`src/rtl/sync_fifo_cfg.sv`:
```
// Single-clock FIFO with fill level, almost-full/almost-empty thresholds and registered or FWFT read.
// Optional sticky overflow/underflow outputs are enabled with SYNC_FIFO_ERR_STICKY_EN.
module sync_fifo_cfg #(
    parameter int DATASIZE  = 8,
    parameter int ADDRSIZE  = 4,
    parameter int AFULL_TH  = 2,
    parameter int AEMPTY_TH = 2,
    parameter int FWFT      = 0
) (
    input  logic                CLK_I,
    input  logic                RST_I,
    input  logic [DATASIZE-1:0] WDATA_I,
    input  logic                WINC_I,
    input  logic                RINC_I,
    output logic [DATASIZE-1:0] RDATA_O,
    output logic                WFULL_O,
    output logic                AWFULL_O,
    output logic                REMPTY_O,
    output logic                AREMPTY_O,
`ifdef SYNC_FIFO_ERR_STICKY_EN
    output logic                OVF_O,
    output logic                UDF_O,
`endif
    output logic [ADDRSIZE:0]   COUNT_O
);

    localparam int DEPTH = 1 << ADDRSIZE;
    localparam logic [ADDRSIZE:0] DEPTH_C     = (ADDRSIZE+1)'(DEPTH);
    localparam logic [ADDRSIZE:0] AFULL_TH_C  = (ADDRSIZE+1)'(AFULL_TH);
    localparam logic [ADDRSIZE:0] AEMPTY_TH_C = (ADDRSIZE+1)'(AEMPTY_TH);

    generate
        if (AFULL_TH >= DEPTH || AEMPTY_TH >= DEPTH) begin : g_bad_threshold
            $error("sync_fifo_cfg: AFULL_TH and AEMPTY_TH must both be below DEPTH");
        end
    endgenerate

    logic [DATASIZE-1:0] mem [DEPTH];
    logic [ADDRSIZE:0]   wptr;
    logic [ADDRSIZE:0]   rptr;
    logic [ADDRSIZE:0]   wptr_next;
    logic [ADDRSIZE:0]   rptr_next;
    logic [ADDRSIZE:0]   count_next;
    logic [ADDRSIZE-1:0] waddr;
    logic [ADDRSIZE-1:0] raddr;
    logic                wr_ok;
    logic                rd_ok;

    assign waddr = wptr[ADDRSIZE-1:0];
    assign raddr = rptr[ADDRSIZE-1:0];

    // Accepts look only at registered flags, so a same-cycle read never frees room for a full write.
    assign wr_ok = WINC_I & ~WFULL_O;
    assign rd_ok = RINC_I & ~REMPTY_O;

    // Deriving the count from the pointer difference keeps it consistent with the wrap-bit view of full/empty.
    always_comb begin
        wptr_next  = wr_ok ? wptr + 1'b1 : wptr;
        rptr_next  = rd_ok ? rptr + 1'b1 : rptr;
        count_next = wptr_next - rptr_next;
    end

    always_ff @(posedge CLK_I) begin
        if (wr_ok) begin
            mem[waddr] <= WDATA_I;
        end
    end

    always_ff @(posedge CLK_I) begin
        if (RST_I) begin
            wptr      <= '0;
            rptr      <= '0;
            COUNT_O   <= '0;
            WFULL_O   <= 1'b0;
            AWFULL_O  <= 1'b0;
            REMPTY_O  <= 1'b1;
            AREMPTY_O <= 1'b1;
        end else begin
            wptr      <= wptr_next;
            rptr      <= rptr_next;
            COUNT_O   <= count_next;
            WFULL_O   <= (count_next == DEPTH_C);
            AWFULL_O  <= ((DEPTH_C - count_next) <= AFULL_TH_C);
            REMPTY_O  <= (count_next == '0);
            AREMPTY_O <= (count_next <= AEMPTY_TH_C);
        end
    end

    generate
        if (FWFT != 0) begin : g_fwft
            assign RDATA_O = mem[raddr];
        end else begin : g_registered
            always_ff @(posedge CLK_I) begin
                if (RST_I) begin
                    RDATA_O <= '0;
                end else if (rd_ok) begin
                    RDATA_O <= mem[raddr];
                end
            end
        end
    endgenerate

`ifdef SYNC_FIFO_ERR_STICKY_EN
    // Sticky error flags record any rejected request until the next reset.
    always_ff @(posedge CLK_I) begin
        if (RST_I) begin
            OVF_O <= 1'b0;
            UDF_O <= 1'b0;
        end else begin
            if (WINC_I & WFULL_O) begin
                OVF_O <= 1'b1;
            end
            if (RINC_I & REMPTY_O) begin
                UDF_O <= 1'b1;
            end
        end
    end
`endif

endmodule

```
`config.mk`:
```
export PLATFORM = sky130hd
export DESIGN_NAME = sync_fifo_cfg
export DESIGN_NICKNAME = d
export VERILOG_FILES = /design/src/rtl/sync_fifo_cfg.sv
export SDC_FILE = /design/constraint.sdc
export NUM_CORES = 1
export LEC_CHECK = 0
export ABC_AREA = 0
export BUFFER_PORTS_ARGS = -buffer_cell sky130_fd_sc_hd__buf_2
export CAP_MARGIN = 20
export CORE_MARGIN = 3
export CORE_UTILIZATION = 35
export CTS_BUF_LIST = sky130_fd_sc_hd__clkbuf_2 sky130_fd_sc_hd__clkbuf_4 sky130_fd_sc_hd__clkbuf_8
export CTS_CLUSTER_SIZE = 10
export DETAILED_ROUTE_END_ITERATION = 7
export GPL_TIMING_DRIVEN = 0
export HOLD_SLACK_MARGIN = 0.03
export PLACE_DENSITY = 0.53
export SYNTH_ARGS = -nofsm -noshare
export SYNTH_HDL_FRONTEND = slang
export SYNTH_SLANG_ARGS = --single-unit
export TNS_END_PERCENT = 50
```
`constraint.sdc`:
```
create_clock -name CLK_I -period 8.5 [get_ports CLK_I]
set_clock_uncertainty 0.1 [all_clocks]
set_input_delay 0.425 -clock CLK_I [delete_from_list [all_inputs] [get_ports CLK_I]]
set_output_delay 0.425 -clock CLK_I [all_outputs]
set_load 0.02 [all_outputs]
```
* After elaboration in Yosys (flattened, before gate mapping) *
Memory sizes are Yosys's and may differ from the RTL's. A register that Yosys moved wholly into a read port is not among the register bits.
Cells that the tools add are included.

word-level totals
  register bits after elaboration = 19
  bits in writable memories = 128
  bits of input ports = 12
  output and inout port bits = 17
  logic and storage cells = 24
  memories kept = 1

memory list
  name  depth  bits a word  rd ports  clocked after memory_dff  write ports  line  source
  mem   16     8            1         1                         1            38    logic [DATASIZE-1:0] mem [DEPTH];

operators by class
  add/sub/neg operators = 4
  order comparisons = 2
  eq/ne operators = 1
  muxes and demuxes = 4
  bitwise gates (word level) = 4
  reductions and logical operators = 1

operator list
  kind                                                                   count
  5-bit by 1-bit adder with 5-bit output, second input constant          2
  5-bit by 2-bit <= comparator with 1-bit output, second input constant  2
  5-bit 2-to-1 mux                                                       2
  5-bit == test, second input constant                                   1
  5-bit zero test                                                        1
  5-bit subtractor                                                       1
  5-bit subtractor, first input constant                                 1
  1-bit AND                                                              2
  1-bit 2-to-1 mux                                                       2
  1-bit NOT                                                              2

* Longest topological paths before layout *
  depth after elaboration = 6
  gate-level depth with buffers = 15
  gate-level depth less buffers = 14

* Worst setup path after synthesis *
OpenSTA, ideal clock, no wires.

  path kind = reg-to-reg
  start = register rptr[1]
  end = register AWFULL_O
  setup time = 0.073 ns
  data arrival time = 3.253 ns
  data required time = 8.327 ns
  slack = 5.074 ns
  cell stages (with the launch flop) = 14
  path buffers = 2
  period minus slack after synthesis = 3.426 ns
  cells stage by stage = dfxtp_1 clkbuf_1 buf_1 nand4_1 xor2_1 ha_1 a21o_1 mux2_2 nand2_1 and3_1 ha_1 a211oi_1 or3b_1 o211ai_2

on the way
  longest elaborated chain between the ends = 5

RTL lines
  what                                              line  source
  from (decl)                                       40    logic [ADDRSIZE:0] rptr;
  from (signal assigned)                            80    rptr <= rptr_next;
  5-bit by 1-bit adder with 5-bit output            59    rptr_next = rd_ok ? rptr + 1'b1 : rptr;
  5-bit 2-to-1 mux *                                59
  5-bit subtractor *                                60    count_next = wptr_next - rptr_next;
  5-bit subtractor *                                83    AWFULL_O <= ((DEPTH_C - count_next) <= AFULL_TH_C);
  5-bit by 2-bit <= comparator with 1-bit output *  83
  to (signal assigned)                              83
  to (decl)                                         17    output logic AWFULL_O,

Every way passes the cells marked *; elsewhere a longest branch is shown, timed or not.
A chain may end at the register's enable or synchronous reset.

* Worst setup path after layout *
Same ends and word-level chain as after synthesis.

==> out/results.ini <==
[final_layout]
fillers = 1584
nets = 413
synthToLayoutAreaGrowth_pct = 12.9
drive_above_1_share_pct = 28.7
diodes = 0

[hold_path]
min_to = wptr[3]$_SDFF_PP0_
worstHoldStart = RST_I
holdPathStages = 2
hold_path_class = in -> reg

[global_routing]
grt_pass1_wl_um = 19100
gr-total-overflow = 0
grt_pass1_vias = 3206
antenna_found_initial = 0
grt_max_degree = 17
grt_usage_pct = 13.6

[pwr]
p_switching_uw = 531
pwr-share-seq_pct = 48.6
power_frac_comb_pct = 23.0
power_leakage_uw = 0.00231
ir_worst_vdd_mv = 0.103
clockPowerShare_pct = 28.4
swShare_pct = 29.3
powerDensity_mw_per_mm2 = 259
cellInternalPower_uw = 1280

[worst_setup_path]
r2r-start = rptr[1]$_SDFF_PP0_
cp-end-kind = register
cp.arrival_ns = 4.34
r2r_cells = 13
critPathLaunchType = register
crit_type = reg -> reg
crit_fanout = 10
r2r_end = AWFULL_O$_SDFF_PP0_
rrSetupSlack_ns = 4.43
cp.required_ns = 8.77

[drt]
wl_per_cell_um = 20.0
ant_nets = 0
viasPerCell = 4.89
routed_wl_um = 12500
vias = 3060
dr.first_iter.drc_count = 286
drc_errors = 0
dr.pass1.iters = 4

[cts]
cts_htree_levels = 4
cts_resized = 0
cts_buffers = 17
postCtsSetupBuffers = 0
cts-root-buf = clkbuf_8
cts_buffer_depth = 2
cts_hold_buf = 0
tritoncts = done
cts_sinks = 155
clk_pin_slew_ns = 0.08
clk_latency_ns = 0.44

[synth]
synthCells = 342
synth-seq-cells = 155
synth-async-reset-ratio_pct = 0
synth_nets = 367
synthTopCellsByArea = edfxtp_1 (62%), mux4_2 (15%), dfxtp_1 (8.7%)
yosysUniqueCellTypes = 35
synth_top_area_cell = edfxtp_1
synthesis.area_mm2 = 0.00619
post-synth-top-count-cell = edfxtp_1
ys_seq_area_share_pct = 70.8
synth_area_per_cell_um2 = 18.1
synth_edf_count = 128
ys_warn_count = 0
synthTopCellsByCount = edfxtp_1 (128), mux4_2 (40), dfxtp_1 (27)
synth.top_cell.area_share_pct = 62.0
synthFlopType = edfxtp_1

[sta]
finalMaxSlewViolations = 0
setup_viol = 0
min_period_ns = 4.07
hold_viol = 0
setup_ws_ns = 4.43
relSlewSlack_pct = 29.6
setup_tns_ns = 0
period_share_pct = 47.8
max_freq_mhz = 246
rsz0062_at_grt = false
worst_slew_pin_slew_ns = 1.05

[placed_design]
port_buffers = 27
dp_slack_ns = 4.43
place.gp.congestion = 0.744
hpwl_um = 8450

[floorplan]
die_y_um = 139
dieArea_mm2 = 0.0193
io-pin-count = 29
num_rows = 48
initial_core_util_pct = 35.8
die_width_um = 139
coreArea_mm2 = 0.0173

[run_status]
outcome = finished clean

[job]
maxCapViolCount = 0

-- placed cells by master (no fill, tap or decap), types with 4 or more instances in the layout --
cell type  synthesis  routed
ha_1              13      13
nand2_1           22      22
clkinv_1           0       4
clkbuf_8           0      17
nand2b_1           4       4
a21oi_1            8       8
mux4_2            40      40
edfxtp_1         128     128
nor3_2             0       4
buf_2              7      34
dfxtp_1           27      27
clkbuf_1           9       9
clkinv_4           0       5
nor2_1            25      25
xor2_1             5       5
nand4_1            5       5
xnor2_1            8       8
inv_1              6       6
nor2b_1            6       6
-- routing by layer --
layer / GRT usage, % / vias to the layer above / routed length, µm
li1: - / 1426 / -
met5: 0 / - / 0
met3: 3.31 / 18 / 386
met1: 18.6 / 1569 / 6020
met4: 5.51 / 0 / 235
met2: 21.0 / 47 / 5870
-- power groups by stage --
stage / combinational (µW) / sequential (µW) / clock [µW]
2_1_floorplan: 272 / 928 / 0
3_3_place_gp: 417 / 898 / 0
3_5_place_dp: 424 / 900 / 0
4_1_cts: 426 / 883 / 530
5_1_grt: 464 / 887 / 566
6_report: 417 / 882 / 516
-- area by class of cell --
cell class                      instances  area (µm²)  share of cell area, %
Multi-Input combinational cell        163        1730                   24.7
Timing Repair Buffer                   27         135                   1.93
Sequential cell                       155        4380                   62.7
Tap cell                              225         282                   4.02
Inverter                                6        22.5                  0.322
Buffer                                 18        80.1                   1.14
Clock inverter                         14         123                   1.75
Clock buffer                           18         241                   3.45
-- critical path: stages (launching register included) --
cell and delay [ns]:
dfxtp_1 0.34, clkbuf_1 0.36, buf_1 0.56, nand4_1 0.20, xor2_1 0.21, ha_1 0.36
o21ai_0 0.12, mux2_2 0.33, nand2_1 0.14, and3_1 0.20, ha_1 0.24, a211oi_1 0.30
or3b_1 0.40, o211ai_2 0.13
-- stage by stage --
| stage | util (%) | power (µW) | std cells | instance area (µm²) | hold slack (ns) |
|---|---|---|---|---|---|
| after detailed placement | 38.3 | 1320 | 594 | 6630 | 0.345 |
| after global routing | 40.4 | 1920 | 626 | 7000 | 0.248 |
| after floorplan | - | 1200 | 342 | 6190 | 0.387 |
| after CTS | 40.4 | 1840 | 626 | 7000 | 0.228 |
| final | 40.4 | 1810 | 626 | 7000 | 0.247 |
| after global placement | 38.2 | 1320 | 594 | 6610 | 0.342 |
-- state kept, by name, indices dropped and copies added (netlist names), named ones only --
name	flops
AWFULL_O	1
RDATA_O	8
rptr	5
REMPTY_O	1
wptr	4
AREMPTY_O	1
COUNT_O	5
WFULL_O	1
mem	128
-- worst max-delay path by stage --
stage	start	endpoint	cells past startpoint
after detailed placement	rptr[1]$_SDFF_PP0_	AWFULL_O$_SDFF_PP0_	13
final	rptr[1]$_SDFF_PP0_	AWFULL_O$_SDFF_PP0_	13
after global placement	rptr[1]$_SDFF_PP0_	AWFULL_O$_SDFF_PP0_	13
after floorplan	rptr[1]$_SDFF_PP0_	AWFULL_O$_SDFF_PP0_	13
after global routing	rptr[1]$_SDFF_PP0_	AWFULL_O$_SDFF_PP0_	13
after CTS	rptr[1]$_SDFF_PP0_	AWFULL_O$_SDFF_PP0_	13
-- kinds of logic after synthesis --
group,count (synthesis),share of synthesized area (%)
mux,44,15.3
fa+ha+maj,14,2.81
buf+inv,24,1.66
xor+xnor,14,2.10
compound gates,17,1.82
flops,155,70.8
simple gates,74,5.55
(Power assumes the default switching activity.)
